## src/rtl/axi_read_arbiter_pkg.sv

```systemverilog
// Shared definitions for the CPU read-channel arbiter: requester indices,
// FSM state encoding and AXI burst codes.
package axi_read_arbiter_pkg;

    localparam int RD_REQ_DCACHE  = 0;
    localparam int RD_REQ_UNCACHE = 1;
    localparam int RD_REQ_ICACHE  = 2;
    localparam int RD_REQ_NUM     = 3;

    typedef enum logic [1:0] {
        ARB_IDLE,
        ARB_ADDR,
        ARB_DATA
    } arb_state_t;

    localparam logic [1:0] BURST_FIXED = 2'b00;
    localparam logic [1:0] BURST_INCR  = 2'b01;

    // Last-owner pointer reset value; makes the first round-robin search start at 0.
    localparam logic [1:0] RD_PTR_RESET = 2'd2;

endpackage

```

## src/rtl/axi_read_arbiter_grant_sel.sv

```systemverilog
// Combinational winner select: searches requesters starting one past i_last
// (wrapping mod 3) and returns a one-hot grant plus the winner index.
module rd_grant_sel
    import axi_read_arbiter_pkg::*;
(
    input  logic [RD_REQ_NUM-1:0] i_req,
    input  logic [1:0]            i_last,
    output logic [RD_REQ_NUM-1:0] o_grant,
    output logic [1:0]            o_idx,
    output logic                  o_any
);

    logic [1:0] w_order [RD_REQ_NUM];

    always_comb begin
        case (i_last)
            2'd0: begin
                w_order[0] = 2'd1;
                w_order[1] = 2'd2;
                w_order[2] = 2'd0;
            end
            2'd1: begin
                w_order[0] = 2'd2;
                w_order[1] = 2'd0;
                w_order[2] = 2'd1;
            end
            default: begin
                w_order[0] = 2'd0;
                w_order[1] = 2'd1;
                w_order[2] = 2'd2;
            end
        endcase
    end

    // Walk from lowest to highest priority so the earliest candidate wins.
    always_comb begin
        o_idx = 2'd0;
        for (int k = RD_REQ_NUM - 1; k >= 0; k--) begin
            if (i_req[w_order[k]]) begin
                o_idx = w_order[k];
            end
        end
        o_any   = |i_req;
        o_grant = o_any ? (RD_REQ_NUM'(1) << o_idx) : '0;
    end

endmodule

```

## src/rtl/axi_read_arbiter.sv

```systemverilog
// Shares one AXI read address/data channel pair among DCache, uncache and ICache,
// one transaction at a time. Define AXI_RD_ARB_RR_EN for round-robin grants.
module axi_read_arbiter
    import axi_read_arbiter_pkg::*;
#(
    parameter int ADDR_W = 32,
    parameter int DATA_W = 32,
    parameter int LEN_W  = 8
) (
    input  logic                         clk,
    input  logic                         rst,
    input  logic [RD_REQ_NUM-1:0]        s_arvalid,
    input  logic [RD_REQ_NUM*ADDR_W-1:0] s_araddr,
    input  logic [RD_REQ_NUM*LEN_W-1:0]  s_arlen,
    input  logic [RD_REQ_NUM*3-1:0]      s_arsize,
    output logic [RD_REQ_NUM-1:0]        s_arready,
    output logic [RD_REQ_NUM-1:0]        s_rvalid,
    output logic [DATA_W-1:0]            s_rdata,
    output logic [1:0]                   s_rresp,
    output logic                         s_rlast,
    input  logic [RD_REQ_NUM-1:0]        s_rready,
    output logic                         m_arvalid,
    output logic [3:0]                   m_arid,
    output logic [ADDR_W-1:0]            m_araddr,
    output logic [LEN_W-1:0]             m_arlen,
    output logic [2:0]                   m_arsize,
    output logic [1:0]                   m_arburst,
    input  logic                         m_arready,
    input  logic                         m_rvalid,
    input  logic [DATA_W-1:0]            m_rdata,
    input  logic [1:0]                   m_rresp,
    input  logic                         m_rlast,
    output logic                         m_rready,
    output arb_state_t                   o_dbg_state
);

    // Handshakes: a transfer happens on a rising clk edge where valid and ready
    // are both high; valid never waits on ready, and the AR payload is held
    // stable from registers for as long as m_arvalid is high.

    arb_state_t                r_state;
    arb_state_t                w_next;
    logic [1:0]                r_owner;
    logic [ADDR_W-1:0]         r_addr;
    logic [LEN_W-1:0]          r_len;
    logic [2:0]                r_size;
    logic [RD_REQ_NUM-1:0]     w_grant;
    logic [1:0]                w_idx;
    logic                      w_any;
    logic                      w_grant_en;
    logic [1:0]                w_last_ptr;

    assign w_grant_en = (r_state == ARB_IDLE) && w_any;

`ifdef AXI_RD_ARB_RR_EN
    logic [1:0] r_last_ptr;

    always_ff @(posedge clk or posedge rst) begin
        if (rst) begin
            r_last_ptr <= RD_PTR_RESET;
        end else if (w_grant_en) begin
            r_last_ptr <= w_idx;
        end
    end

    assign w_last_ptr = r_last_ptr;
`else
    // Pointer pinned to the last index so the search is always 0 > 1 > 2.
    assign w_last_ptr = 2'(RD_REQ_ICACHE);
`endif

    rd_grant_sel u_grant_sel (
        .i_req   (s_arvalid),
        .i_last  (w_last_ptr),
        .o_grant (w_grant),
        .o_idx   (w_idx),
        .o_any   (w_any)
    );

    always_ff @(posedge clk or posedge rst) begin
        if (rst) begin
            r_state <= ARB_IDLE;
        end else begin
            r_state <= w_next;
        end
    end

    always_ff @(posedge clk or posedge rst) begin
        if (rst) begin
            r_owner <= '0;
            r_addr  <= '0;
            r_len   <= '0;
            r_size  <= '0;
        end else if (w_grant_en) begin
            r_owner <= w_idx;
            r_addr  <= s_araddr[int'(w_idx)*ADDR_W +: ADDR_W];
            r_len   <= s_arlen[int'(w_idx)*LEN_W +: LEN_W];
            r_size  <= s_arsize[int'(w_idx)*3 +: 3];
        end
    end

    always_comb begin
        w_next    = r_state;
        s_arready = '0;
        m_arvalid = 1'b0;
        m_rready  = 1'b0;
        s_rvalid  = '0;
        s_rdata   = '0;
        s_rresp   = '0;
        s_rlast   = 1'b0;
        case (r_state)
            ARB_IDLE: begin
                if (w_any) begin
                    s_arready = w_grant;
                    w_next    = ARB_ADDR;
                end
            end
            ARB_ADDR: begin
                m_arvalid = 1'b1;
                if (m_arready) begin
                    w_next = ARB_DATA;
                end
            end
            ARB_DATA: begin
                // Error responses pass through untouched; only RLAST ends ownership.
                m_rready           = s_rready[r_owner];
                s_rvalid[r_owner]  = m_rvalid;
                s_rdata            = m_rdata;
                s_rresp            = m_rresp;
                s_rlast            = m_rlast;
                if (m_rvalid && s_rready[r_owner] && m_rlast) begin
                    w_next = ARB_IDLE;
                end
            end
            default: begin
                w_next = ARB_IDLE;
            end
        endcase
    end

    assign m_arid      = {2'b00, r_owner};
    assign m_araddr    = r_addr;
    assign m_arlen     = r_len;
    assign m_arsize    = r_size;
    assign m_arburst   = (r_len != '0) ? BURST_INCR : BURST_FIXED;
    assign o_dbg_state = r_state;

endmodule

```

## config.mk

```make
export PLATFORM = sky130hd
export DESIGN_NAME = axi_read_arbiter
export DESIGN_NICKNAME = d
export VERILOG_FILES = /design/src/rtl/axi_read_arbiter_pkg.sv /design/src/rtl/axi_read_arbiter_grant_sel.sv /design/src/rtl/axi_read_arbiter.sv
export SDC_FILE = /design/constraint.sdc
export NUM_CORES = 1
export LEC_CHECK = 0
export BUFFER_PORTS_ARGS = -buffer_cell sky130_fd_sc_hd__clkbuf_2
export CORE_AREA = 3 3 122 112
export CTS_BUF_LIST = sky130_fd_sc_hd__clkbuf_4 sky130_fd_sc_hd__clkbuf_8
export DETAILED_ROUTE_END_ITERATION = 12
export DIE_AREA = 0 0 125 115
export GPL_TIMING_DRIVEN = 0
export PLACE_DENSITY_LB_ADDON = 0.15
export SLEW_MARGIN = 25
export SYNTH_ARGS = -nofsm -noshare
export SYNTH_HDL_FRONTEND = slang
export SYNTH_SLANG_ARGS = --single-unit
```

## constraint.sdc

```tcl
create_clock -name clk -period 1.3 [get_ports clk]
set_input_delay 0 -clock clk [delete_from_list [all_inputs] [get_ports clk]]
set_output_delay 0 -clock clk [all_outputs]
set_load 0.05 [all_outputs]
```

# Word level (Yosys, flattened, before mapping)

Cells that the tools add are included.

Register bits after elaboration: 47
Logic and storage cells: 46
Input port bits: 174
Output and inout bits: 94

Shift-type cells: 4
Multipliers: 1
Equality and inequality tests: 5
Multiplexer cells: 20
Bitwise gates (word level): 1
Reduce and logical (&&, ||, !) cells: 8
Magnitude comparators: 2

Operators with widths:

| kind                | number |
|---|---|
| $shiftx 96x8->32    | 1 |
| $mux 32             | 1 |
| $shiftx 24x6->8     | 1 |
| $mux 2              | 7 |
| $mux 3              | 3 |
| $shiftx 9x5->3      | 1 |
| $reduce_bool 8->1   | 1 |
| $mux 1              | 6 |
| $ne 2x2->1 const B  | 3 |
| $pmux 2 s3          | 1 |
| $logic_and 1x1->1   | 4 |
| $mul 2x2->4 const B | 1 |
| $and 3x3->3         | 1 |
| $lt 2x3->1 const B  | 1 |
| $reduce_and 3->1    | 1 |
| $reduce_or 3->1     | 1 |
| $shl 1x2->3 const A | 1 |
| $bmux 1 s2          | 1 |
| $demux 1 s2         | 1 |
| $eq 2x1->1 const B  | 1 |
| $eq 2x2->1 const B  | 1 |
| $ge 2x1->1 const B  | 1 |
| $logic_not 2->1     | 1 |

# Logic depth before layout (Yosys ltp)

Depth in word-level cells: 6
Depth in mapped cells: 6
Gate-level depth less buffers: 3

# Hierarchy

From an unflattened synthesis, not the netlist that was laid out.

Cells, all modules: 326
Area, all modules: 3523.4 um^2

By module, submodules not included:

| module           | times used | cells an instance | sequential area each (um^2) | area an instance (um^2) |
|---|---|---|---|---|
| axi_read_arbiter | 1          | 316               | 1176.1                      | 3445.8 |
| rd_grant_sel     | 1          | 10                | 0.0                         | 77.6 |

# Worst setup path after synthesis

Ideal clock, no wire load.

Path kind: register -> register
From: register r_state[1] (netlist: o_dbg_state[1])
To: register r_owner[1]
Setup slack: -1.559 ns
Library setup time: 0.074 ns
Path buffers: 0
Arrival time: 2.785 ns
Data required time: 1.226 ns
Stages on the path, launching flop included: 4
Clock period less this slack: 2.859 ns
Path through: dfrtp_1 > or2_1 > nor4b_1 > a21o_1

Word-level cells in the longest chain between the ends: 2

Ends and longest elaborated chain:

| what                     | line                   | source |
|---|---|---|
| start: declaration       | axi_read_arbiter.sv:41 | `arb_state_t r_state;` |
| start signal: assignment | axi_read_arbiter.sv:84 | `r_state <= w_next;` |
| $logic_not 2->1          | axi_read_arbiter.sv:53 | `assign w_grant_en = (r_state == ARB_IDLE) && w_any;` |
| $logic_and 1x1->1        | axi_read_arbiter.sv:53 |  |
| end signal: assignment   | axi_read_arbiter.sv:95 | `r_owner <= w_idx;` |
| end: declaration         | axi_read_arbiter.sv:43 | `logic [1:0] r_owner;` |

No other way between the ends.
A chain may end at the register's enable or synchronous reset.

# Final worst setup path

From: register r_state[1] (netlist: o_dbg_state[1])
To: output port s_arready[2]

Word-level cells in the longest chain between the ends: 2

Ends and longest elaborated chain:

| what             | line                    | source |
|---|---|---|
| $logic_not 2->1  | axi_read_arbiter.sv:111 | `case (r_state)` |
| $mux 3           | axi_read_arbiter.sv:111 |  |
| end: declaration | axi_read_arbiter.sv:16  | `output logic [RD_REQ_NUM-1:0] s_arready,` |

No other way between the ends.

==> out/metrics.yaml <==
status:
  status: "complete, but fails checks"
  violations: "negative setup slack"
timing:
  setup_violations: 89
  relSlewSlack_pct: 58.5
  fmax_mhz: 620
  skew_ns: 0.00493
  final.setup.worst_slack_ns: -0.313
  period_minus_slack_ns: 1.61
  drv_slew: 0
  worst_pin_slew_ns: 0.623
  final_hold_viol_count: 0
  period_share_pct: 124
  holdWs_ns: 0.0208
  rsz0062_at_grt: "yes"
layout:
  drive_gt1_share_pct: 58.3
  diodes: 0
  fin_nets: 945
  syn2layout_area_growth_pct: 111
power:
  p_leak_nw: 3.34
  pwr_density_cell_mw_per_mm2: 2180
  ir_drop_mv: 1.00
synthesis:
  async_reset_ff_share_pct: 100
  ys_top_cells_by_area: "dfrtp_1, a21o_1, nand2_1"
  synth_common_cells: "nand2_1, dfrtp_1, a21oi_1"
  synth_top_area_cell: "dfrtp_1"
  ys_ff_latch: 47
  synth.cell_area_sq_mm: 0.00337
  synth_most_common_cell: "nand2_1"
  ys_warn_count: 0
  ys_seq_area_share_pct: 34.9
  ys.flop_type: "dfrtp_1"
  synth_edf_count: 0
  syn_inst: 419
  avgSynthCellArea_sq_um: 8.04
  yosysUniqueCellTypes: 34
  synth_top_area_share_pct: 34.9
worst_setup_path:
  critPathMaxStageDelay_ns: 0.45
  reg2reg_to: "m_araddr[15]$_DFFE_PP0P_"
  path_class: "flip-flop to output port"
  crit_chain: "or2_4, nor4b_4, clkbuf_8"
  r2r_cells: 7
  cp_slowest_cell: "dfrtp_2"
  r2r-start: "o_dbg_state[1]$_DFFE_PP0P_"
  regToRegSetupSlack_ns: -0.29
  required_ns: 1.30
  crit_path_max_fanout: 6
  start_kind: "flip-flop"
  worstPathArrival_ns: 1.61
  cp-end-kind: "output port"
global_routing:
  grt_usage_pct: 19.8
  overflow: 0
  grt_pass1_wl_um: 23100
  antenna_found_initial: 0
  grt_max_degree: 48
  grt_pass1_vias: 4523
hold_path:
  hold_class: "input pin to flip-flop"
  hold_end: "m_araddr[12]$_DFFE_PP0P_"
  hold_depth: 4
  hp-start: "s_araddr[44]"
place:
  gp_congestion: 0.853
  dpl.hpwl_um: 10800
  port_buffers: 263
  pre_cts_slack_ns: -0.408
clocking:
  root_buffer: "clkbuf_8"
  cts_tree: "done"
  cts_buffers: 5
  htreeDepth: 2
  clock_sinks: 47
  clkSlewWorstSetupHoldPaths_ns: 0.10
  clock_latency_ns: 0.31
  clockBufferDepth: 2
die:
  die_w_um: 125
  dieArea_sq_mm: 0.0144
  io_pins: 268
  rows: 39
  start_util_pct: 26.7
  coreArea_sq_mm: 0.0126
  die_y_um: 115
drt:
  num_vias: 4535
  drt_first_pass_iters: 4
  drc: 0
  routed_wl_um: 16200
  wire_per_inst_um: 17.3
  drt_first_iter_violations: 143
  via_per_inst: 4.85
  detail-route-antenna-nets: 0
flow_run:
  cap_viol_max_count: 0
worst max-delay path: cells and delay by family (launching register included):
kind	cells	cell delay, ns
flip-flops	1	0.45
buffers and inverters	1	0.25
AND/OR/NAND/NOR	2	0.61
worst max-delay path by stage:
stage	from	to	slack, ns	cells past startpoint
after floorplan	o_dbg_state[1]$_DFFE_PP0P_	r_owner[1]$_DFFE_PP0P_	-0.43	3
after global placement	rst	o_dbg_state[0]$_DFFE_PP0P_	-0.75	2
after detailed placement	o_dbg_state[1]$_DFFE_PP0P_	m_araddr[20]$_DFFE_PP0P_	-0.41	4
after CTS	o_dbg_state[1]$_DFFE_PP0P_	s_arready[2]	-0.34	3
after global routing	o_dbg_state[1]$_DFFE_PP0P_	s_rvalid[1]	-0.43	5
final	o_dbg_state[1]$_DFFE_PP0P_	s_arready[2]	-0.31	3
metal layers:
metal	wire length (um)	part of all wire (%)	global-route usage, %	up-vias
li1	-	-	-	2167
met3	850	5.3	4.78	30
met4	385	2.4	5.85	0
met5	0	0	0	-
met2	8500	53	35.7	154
met1	6410	40	23.7	2184
power breakdown:
part           total, mW  internal (mW)  switching, mW
combinational       11.5           4.63           6.87
sequential          2.79           2.22          0.570
clock               1.18          0.624          0.551
total               15.5           7.47           8.00
per-stage QoR:
step | util [%] | total power [mW] | instances | cell area, sq um | setup TNS (ns)
after detailed placement | 39.9 | 10.3 | 848 | 5020 | -16.42
final | 56.3 | 15.5 | 936 | 7090 | -17.19
after global routing | 56.3 | 16.2 | 936 | 7090 | -24.37
after global placement | 39.8 | 10.2 | 848 | 5010 | -43.13
after CTS | 50.6 | 13.4 | 922 | 6370 | -19.81
after floorplan | - | 8.26 | 421 | 3490 | -8.70
placed cells by master (no fill, tap or decap), types with 3 or more instances in the layout:
cell           count
buf_4             23
clkbuf_8           8
dfrtp_1           43
and2_2            10
nand2_1           68
a21o_1            35
nand2b_1          11
buf_8             51
dlygate4sd3_1     45
clkbuf_1           9
or3b_2            10
dfrtp_2            4
o21ai_2            8
conb_1             3
a31oi_4           18
nand3b_1          33
buf_12             5
buf_6             14
o31ai_4           10
a31oi_1           13
buf_2             12
and2_4            27
a21oi_1           44
nor2_1            12
o21ai_4            3
clkbuf_2         222
sequential cells by signal (all words and copies together) (netlist names):
| register | count |
|---|---|
| m_araddr | 32 |
| m_arlen | 8 |
| m_arsize | 3 |
| o_dbg_state | 2 |
| r_owner | 2 |
cells by family after synthesis:
group	count (synthesis)	share of synthesized area, %
flip-flops	47	34.9
other	1	0.111
AO/OA/AOI/OAI	136	25.5
buffers and inverters	46	8.10
multiplexers	1	0.297
AND/OR/NAND/NOR	188	31.1
cell type report:
class | instances | area (sq um)
buffer | 43 | 373
clock buffer | 6 | 82.6
clock inverter | 2 | 35.0
fill | 1157 | 5500
inverter | 2 | 10.0
multi-input combinational | 328 | 2590
sequential | 47 | 1180
tap | 164 | 205
timing repair buffer | 344 | 2610
what timing repair did:
| action | in CTS | in global routing |
|---|---|---|
| endpoints found under the setup margin | 89 | 90 |
| hold endpoints to repair | 90 | 0 |
| gates cloned | 3 | 4 |
| gates resized for setup | 147 | 146 |
| buffers inserted | 18 | 12 |
| pin swaps | 5 | 28 |
| hold buffers | 45 | 0 |
(Power assumes the default switching activity.)
